File: src/rtl/regbank_wb_arbiter.sv
// regbank_wb_arbiter: ALU/MEM write-port arbiter with RAW scoreboard; define REGBANK_WB_BYPASS_EN for commit-cycle forwarding
module regbank_wb_arbiter #(
  parameter int STARVE_LIMIT = 3
) (
  input  logic        clk,
  input  logic        reset,
  input  logic        iss_valid,
  input  logic [3:0]  iss_addr,
  output logic        iss_ready,
  input  logic [3:0]  rd_addr_a,
  input  logic [3:0]  rd_addr_b,
  output logic        hazard,
  input  logic        alu_req,
  input  logic [3:0]  alu_addr,
  input  logic [31:0] alu_data,
  input  logic        alu_high,
  output logic        alu_gnt,
  input  logic        mem_req,
  input  logic [3:0]  mem_addr,
  input  logic [31:0] mem_data,
  output logic        mem_gnt,
`ifdef REGBANK_WB_BYPASS_EN
  output logic        fwd_a_sel,
  output logic        fwd_b_sel,
  output logic [31:0] fwd_data,
`endif
  output logic        wb_we,
  output logic        wb_high,
  output logic [3:0]  wb_addr,
  output logic [31:0] wb_data
);
  logic [1:0]  cnt [16];
  logic [3:0]  starve;
  logic [15:0] inc, dec;
  logic        alu_win, haz_a, haz_b;
  logic [3:0]  win_addr;
  // Grant selection, scoreboard update masks and hazard detection
  always_comb begin
    alu_win   = alu_req && (!mem_req || starve == 4'(STARVE_LIMIT));
    alu_gnt   = alu_win;
    mem_gnt   = mem_req && !alu_win;
    win_addr  = alu_win ? alu_addr : mem_addr;
    dec       = wb_we ? 16'(1) << wb_addr : '0;
    iss_ready = iss_addr == 4'd0 || cnt[iss_addr] != 2'd3 || dec[iss_addr];
    inc       = (iss_valid && iss_ready && iss_addr != 4'd0) ? 16'(1) << iss_addr : '0;
    haz_a     = rd_addr_a != 4'd0 && cnt[rd_addr_a] != 2'd0;
    haz_b     = rd_addr_b != 4'd0 && cnt[rd_addr_b] != 2'd0;
`ifdef REGBANK_WB_BYPASS_EN
    fwd_a_sel = haz_a && wb_we && !wb_high && wb_addr == rd_addr_a && cnt[rd_addr_a] == 2'd1;
    fwd_b_sel = haz_b && wb_we && !wb_high && wb_addr == rd_addr_b && cnt[rd_addr_b] == 2'd1;
    fwd_data  = wb_data;
    hazard    = (haz_a && !fwd_a_sel) || (haz_b && !fwd_b_sel);
`else
    hazard    = haz_a || haz_b;
`endif
  end
  // Starvation counter: counts MEM wins while ALU waits
  always_ff @(posedge clk or posedge reset)
    if (reset) starve <= '0;
    else if (alu_gnt || !alu_req) starve <= '0;
    else if (mem_gnt && starve != 4'(STARVE_LIMIT)) starve <= starve + 4'd1;
  // Registered write port; writes to r0 are swallowed, idle cycles hold addr/data
  always_ff @(posedge clk or posedge reset)
    if (reset) begin
      wb_we   <= 1'b0;
      wb_high <= 1'b0;
      wb_addr <= '0;
      wb_data <= '0;
    end else begin
      wb_we <= (alu_gnt || mem_gnt) && win_addr != 4'd0;
      if ((alu_gnt || mem_gnt) && win_addr != 4'd0) begin
        wb_addr <= win_addr;
        wb_data <= alu_win ? alu_data : mem_data;
        wb_high <= alu_win && alu_high;
      end
    end
  // Outstanding-write counters; simultaneous issue and commit cancel, underflow ignored
  always_ff @(posedge clk or posedge reset)
    if (reset) begin
      for (int i = 0; i < 16; i++) cnt[i] <= 2'd0;
    end else begin
      for (int i = 0; i < 16; i++)
        if (inc[i] && !dec[i]) cnt[i] <= cnt[i] + 2'd1;
        else if (dec[i] && !inc[i] && cnt[i] != 2'd0) cnt[i] <= cnt[i] - 2'd1;
    end
endmodule

File: config.mk
export PLATFORM = sky130hd
export DESIGN_NAME = regbank_wb_arbiter
export DESIGN_NICKNAME = d
export VERILOG_FILES = /design/src/rtl/regbank_wb_arbiter.sv
export SDC_FILE = /design/constraint.sdc
export NUM_CORES = 1
export LEC_CHECK = 0
export CAP_MARGIN = 20
export CORE_UTILIZATION = 48
export CTS_CLUSTER_DIAMETER = 30
export DETAILED_ROUTE_END_ITERATION = 6
export PLACE_DENSITY = 0.81
export SYNTH_ARGS = -nofsm -noshare
export SYNTH_HDL_FRONTEND = slang
export SYNTH_SLANG_ARGS = --single-unit
export TNS_END_PERCENT = 10
File: constraint.sdc
create_clock -name clk -period 3.3 [get_ports clk]
set_input_delay 0.99 -clock clk [delete_from_list [all_inputs] [get_ports clk]]
set_output_delay 0.99 -clock clk [all_outputs]
set_load 0.01 [all_outputs]
# Word level (Yosys, flattened, before mapping)
# Index checks and enable logic that the tools add are counted.
dict set report totals {
  ff_bits 74
  in_bits 90
  output_inout_bits 42
  word_cells 253
}
dict set report op_classes {
  addsub 33
  magnitude_cmp 4
  eq_ne 3
  n_shift 2
  n_mux 49
  bitwise_logic 3
  n_reduce_logical 138
}
# operator n
set op_table {}
lappend op_table {{2-bit 2-to-1 mux} 38}
lappend op_table {{2-bit nonzero test} 35}
lappend op_table {{1-bit logical AND} 57}
lappend op_table {{1-bit zero test} 35}
lappend op_table {{2-bit by 1-bit adder with 2-bit output (second input constant)} 16}
lappend op_table {{16-bit 2-to-1 mux} 2}
lappend op_table {{32-bit 2-to-1 mux} 1}
lappend op_table {{1-bit by 4-bit left shift with 16-bit output (first input constant)} 2}
lappend op_table {{2-bit by 1-bit subtractor with 2-bit output (second input constant)} 16}
lappend op_table {{2-bit binary-select mux with 4-bit select} 3}
lappend op_table {{4-bit nonzero test} 4}
lappend op_table {{5-bit >= comparator (second input constant)} 3}
lappend op_table {{4-bit inverter with 5-bit output} 3}
lappend op_table {{4-bit 2-to-1 mux} 3}
lappend op_table {{1-bit logical OR} 6}
lappend op_table {{4-bit by 5-bit less-than comparator with 1-bit output (second input constant)} 1}
lappend op_table {{4-bit by 1-bit adder with 4-bit output (second input constant)} 1}
lappend op_table {{1-bit binary-select mux with 4-bit select} 1}
lappend op_table {{4-bit by 2-bit == test with 1-bit output (second input constant)} 1}
lappend op_table {{4-bit zero test} 1}
lappend op_table {{4-bit by 2-bit inequality test with 1-bit output (second input constant)} 1}
lappend op_table {{2-bit inequality test (second input constant)} 1}
lappend op_table {{1-bit 2-to-1 mux} 1}

# Longest topological paths before layout
dict set report depth {
  ltp_word 15
  ltp_mapped 9
}

# Least setup slack after synthesis
# No wires, ideal clock.
dict set report synth_path {
  path_kind {input port to output port}
  from {in iss_addr[1]}
  to {out iss_ready}
  t_arrival_ns 2.227
  required_time_ns 2.310
  setup_slack_ns 0.083
  cell_stages 6
  path_buffers 1
  cell_sequence {xor2_1 > nor4b_4 > nor3_2 > o21ai_2 > buf_6 > and2_1}
}
dict set report synth_via {
  elab_chain_cells 7
  word_cells_on_any_way 10
  classes_between {1 x eq/ne; 5 x mux; 1 x bitwise; 3 x reduce/logical}
}
# item line
set synth_lines {}
lappend synth_lines {{from (decl)} 8} ;# input logic [3:0] iss_addr,
lappend synth_lines {{4-bit inverter with 5-bit output (not written as such)} 44} ;# iss_ready = iss_addr == 4'd0 || cnt[iss_addr] != 2'd3 || dec[iss_addr];
lappend synth_lines {{2-bit binary-select mux with 4-bit select} 44}
lappend synth_lines {{2-bit 2-to-1 mux (not written as such) (2 in series)} 44}
lappend synth_lines {{2-bit inequality test} 44}
lappend synth_lines {{1-bit logical OR} 44}
lappend synth_lines {{1-bit logical OR (*)} 44}
lappend synth_lines {{to (decl)} 9} ;# output logic iss_ready,
# Mark *: on every way between the ends. The rest lies on a longest branch, timed or not. The select of a mux whose other input is x is not followed.

# Final worst setup path
dict set report layout_path {
  from {in rd_addr_a[0]}
  to {out hazard}
}
dict set report layout_via {
  elab_chain_cells 7
  word_cells_on_any_way 8
  classes_between {3 x mux; 1 x bitwise; 4 x reduce/logical}
}
# item line
set layout_lines {}
lappend layout_lines {{from (decl)} 10} ;# input logic [3:0] rd_addr_a,
lappend layout_lines {{4-bit inverter with 5-bit output (not written as such)} 46} ;# haz_a = rd_addr_a != 4'd0 && cnt[rd_addr_a] != 2'd0;
lappend layout_lines {{2-bit binary-select mux with 4-bit select} 46}
lappend layout_lines {{2-bit 2-to-1 mux (not written as such) (2 in series)} 46}
lappend layout_lines {{2-bit nonzero test} 46}
lappend layout_lines {{1-bit logical AND (*)} 46}
lappend layout_lines {{1-bit logical OR (*)} 54} ;# hazard = haz_a || haz_b;
lappend layout_lines {{to (decl)} 12} ;# output logic hazard,
# Marks and branches as above.

==> results.cfg <==
[power]
p_int_mw = 1.904
switchingPower_mw = 1.072
sequentialPowerShare = 0.437
leakagePower_nw = 2.793
p_comb_frac = 0.345
power_frac_clock = 0.218
total_power_mw = 2.976
p_per_area_mw_per_mm2 = 469.5
ir_drop_v = 0.0002498
p_sw_frac = 0.3603

[logic_synthesis]
synth_nets = 596
synth.top_cell.area_share = 0.4083
syn_area_per_cell_um2 = 8.739
synth_edf_count = 0
synth_area_leaders = dfrtp_1 (41%), mux2i_1 (8.2%), nand2_1 (6.5%)
synth_seq_area_share = 0.4083
syn_inst = 505
synth_top_area_cell = dfrtp_1
postSynth.asyncResetShare = 1.000
synth_area_mm2 = 0.004413
ys.flop_type = dfrtp_1
ys_ff_latch = 72
yosys_warnings = 0
synth_cell_type_count = 51

[routing]
dr_total_vias = 4398
dr.pass1.iters = 7
drt-total-wl_um = 12630
drt-wirelength-per-cell_um = 16.18
avgViaCountPerCell = 5.631
drt_iter0_markers = 282
drc = 4
ant_nets = 0

[floorplanning]
num_rows = 34
core_mm2 = 0.008806
die-area_mm2 = 0.009581
die_width_um = 97.89
io_pins = 132
die_y_um = 97.89
start_util = 0.5011

[sta]
setup_viol = 0
period_minus_slack_ns = 3.264
holdWs_ns = 0.4635
finalCritPeriodShare = 0.9891
slew_viol_final = 0
hold_violations = 0
relSlewSlack = 0.6122
fmax_mhz = 306.4
worstMarginPinSlew_ns = 0.5816
rsz0062_at_grt = true
fin_skew_ns = 0.01335

[worst_setup_path]
reg2reg_slack_ns = 0.80
crit_required_ns = 2.31
arrival_ns = 2.27
rr_startpoint = starve[0]
crit_fanout = 4
cp-end-kind = primary output
criticalPathCategory = primary input to primary output
critPathLaunchType = primary input
reg2regPathDepth = 9
reg2reg_to = wb_data[25]

[global_routing]
grt_max_degree = 73
grt_overflow = 0
first_global_vias = 4404
grt_pass1_wl_um = 20760
antenna_found_initial = 0
track_usage = 0.2753

[placement]
io_buffers = 131
place_congestion = 0.9343
hpwl_um = 9864

[hold_path]
min_path_cells = 1
hold_end = starve[0]
hold_class = register to register
holdCritStartpoint = starve[0]

[outcome]
status = finished with violations
violations = DRC

[clocking]
htreeDepth = 3
cts_tree = yes
path_clk_slew_ns = 0.08
cts_buffer_depth = 2
cts_buffers = 9
root_buffer = clkbuf_8
cts.sinks = 72
clk_latency_ns = 0.35

[cells_and_area]
n_antenna_cell = 0
synthToLayoutAreaGrowth_pct = 43.66
nets = 759
fillerInstances = 666
drive_gt1_frac = 0.1486

[run]
cap_violations = 0
==> metal layers <==
layer | vias to the layer above | routed length, um | part of all wire | global-route usage
met5 | - | 0 | 0 | 0
li1 | 2121 | - | - | -
met4 | 0 | 477 | 0.038 | 0.1340
met1 | 2040 | 4769 | 0.38 | 0.3246
met3 | 35 | 1091 | 0.086 | 0.06943
met2 | 202 | 6294 | 0.50 | 0.4686
==> through the flow <==
step	util	instance area, um2	setup TNS, ns	setup slack [ns]	std cells
CTS	0.7147	6294	-0.02161	-0.02161	779
finish	0.7199	6340	0	0.03583	781
detailed placement	0.6897	6073	-1.839	-0.8679	760
global route	0.7199	6340	-0.01967	-0.01801	781
floorplan	-	4413	0	0.08327	505
global placement	0.6897	6073	-1.676	-0.8076	760
==> sequential cells by signal (all words and copies together) (netlist names) <==
name and flops:
cnt 30, starve 4, wb_data 32, wb_high 1, wb_we 1, wb_addr 4
==> placed cells by master, fill, tap and decap left out, types with 3 or more instances in the layout <==
cell type and count:
clkdlybuf4s50_1 118, nand2_1 76, dfrtp_1 72, nor2_1 69, o21ai_0 40, mux2i_1 36, buf_4 35, a21oi_1 28
nor3_1 15, nand3_1 12, clkbuf_8 11, and3_1 10, o21ai_1 9, o211ai_1 8, nand2b_1 7, xnor2_1 7
nor2b_1 7, inv_1 7, mux4_2 6, and2_1 5, buf_2 5, o2111ai_1 4, nor3_2 4, nand4_1 4
nor3b_1 4, o211ai_2 4, a21oi_2 4, o21a_1 4, a211oi_1 4, dlygate4sd2_1 4, o2bb2ai_1 3, nor4b_2 3
buf_6 3
==> kinds of logic after synthesis <==
logic type               count (synthesis)  synth area share
AO/OA/AOI/OAI                          119            0.1678
flip-flops                              72            0.4083
buffers and inverters                   31           0.03232
AND/OR/NAND/NOR                        230            0.2549
XOR/XNOR                                10           0.02155
adder cells (fa/ha/maj)                  1          0.002835
multiplexers                            42            0.1123
==> worst max path at each step <==
stage / slack, ns / end / from / cells after the start
final: 0.04 / hazard / rd_addr_a[0] / 5
after global routing: -0.02 / hazard / rd_addr_a[0] / 5
after CTS: -0.02 / hazard / rd_addr_b[0] / 7
after detailed placement: -0.87 / hazard / rd_addr_a[0] / 8
after global placement: -0.81 / hazard / rd_addr_a[0] / 8
after floorplan: 0.08 / iss_ready / iss_addr[1] / 6
==> timing repair <==
item                                    in CTS  in global routing
endpoints found under the setup margin       4                  2
setup buffers                                3                  0
pin swaps                                    5                  5
hold buffers                                 0                  0
gates resized for setup                     35                 14
gates cloned                                 0                  2
==> power groups by stage <==
| stage | Clock [mW] | Sequential, mW | Combinational (mW) |
|---|---|---|---|
| after floorplan | 0 | 1.27 | 0.541 |
| after global placement | 0 | 1.29 | 0.972 |
| after detailed placement | 0 | 1.31 | 1.01 |
| after CTS | 0.654 | 1.29 | 1.02 |
| after global routing | 0.694 | 1.33 | 1.12 |
| final | 0.649 | 1.30 | 1.03 |
==> area by class of cell <==
type,count,area (um2),area share
Tap cell,108,135.1,0.02131
Timing Repair Buffer,174,1668,0.2631
Clock buffer,12,155.1,0.02447
Clock inverter,4,28.78,0.004539
Sequential cell,72,1802,0.2842
Inverter,9,33.78,0.005329
Multi-Input combinational cell,402,2517,0.3971
==> synthesized netlist by cell type, drive strengths merged, types with 5 or more instances <==
master  count
o211ai     12
nand2      76
buf        10
nand2b      7
a211oi      6
and3       10
mux2i      36
inv         9
dfrtp      72
nor3b       5
nor2       69
nor2b       7
nor3       19
nand3      12
clkbuf     12
xnor2       7
a21oi      32
o21ai      51
nor4b       5
mux4        6
and2        5
==> worst max-delay path: stages <==
cell,delay [ns]
buf_8,0.08
mux4_2,0.47
mux4_2,0.47
o211ai_1,0.10
buf_2,0.16
No activity file was read; power rests on OpenSTA's default activity.
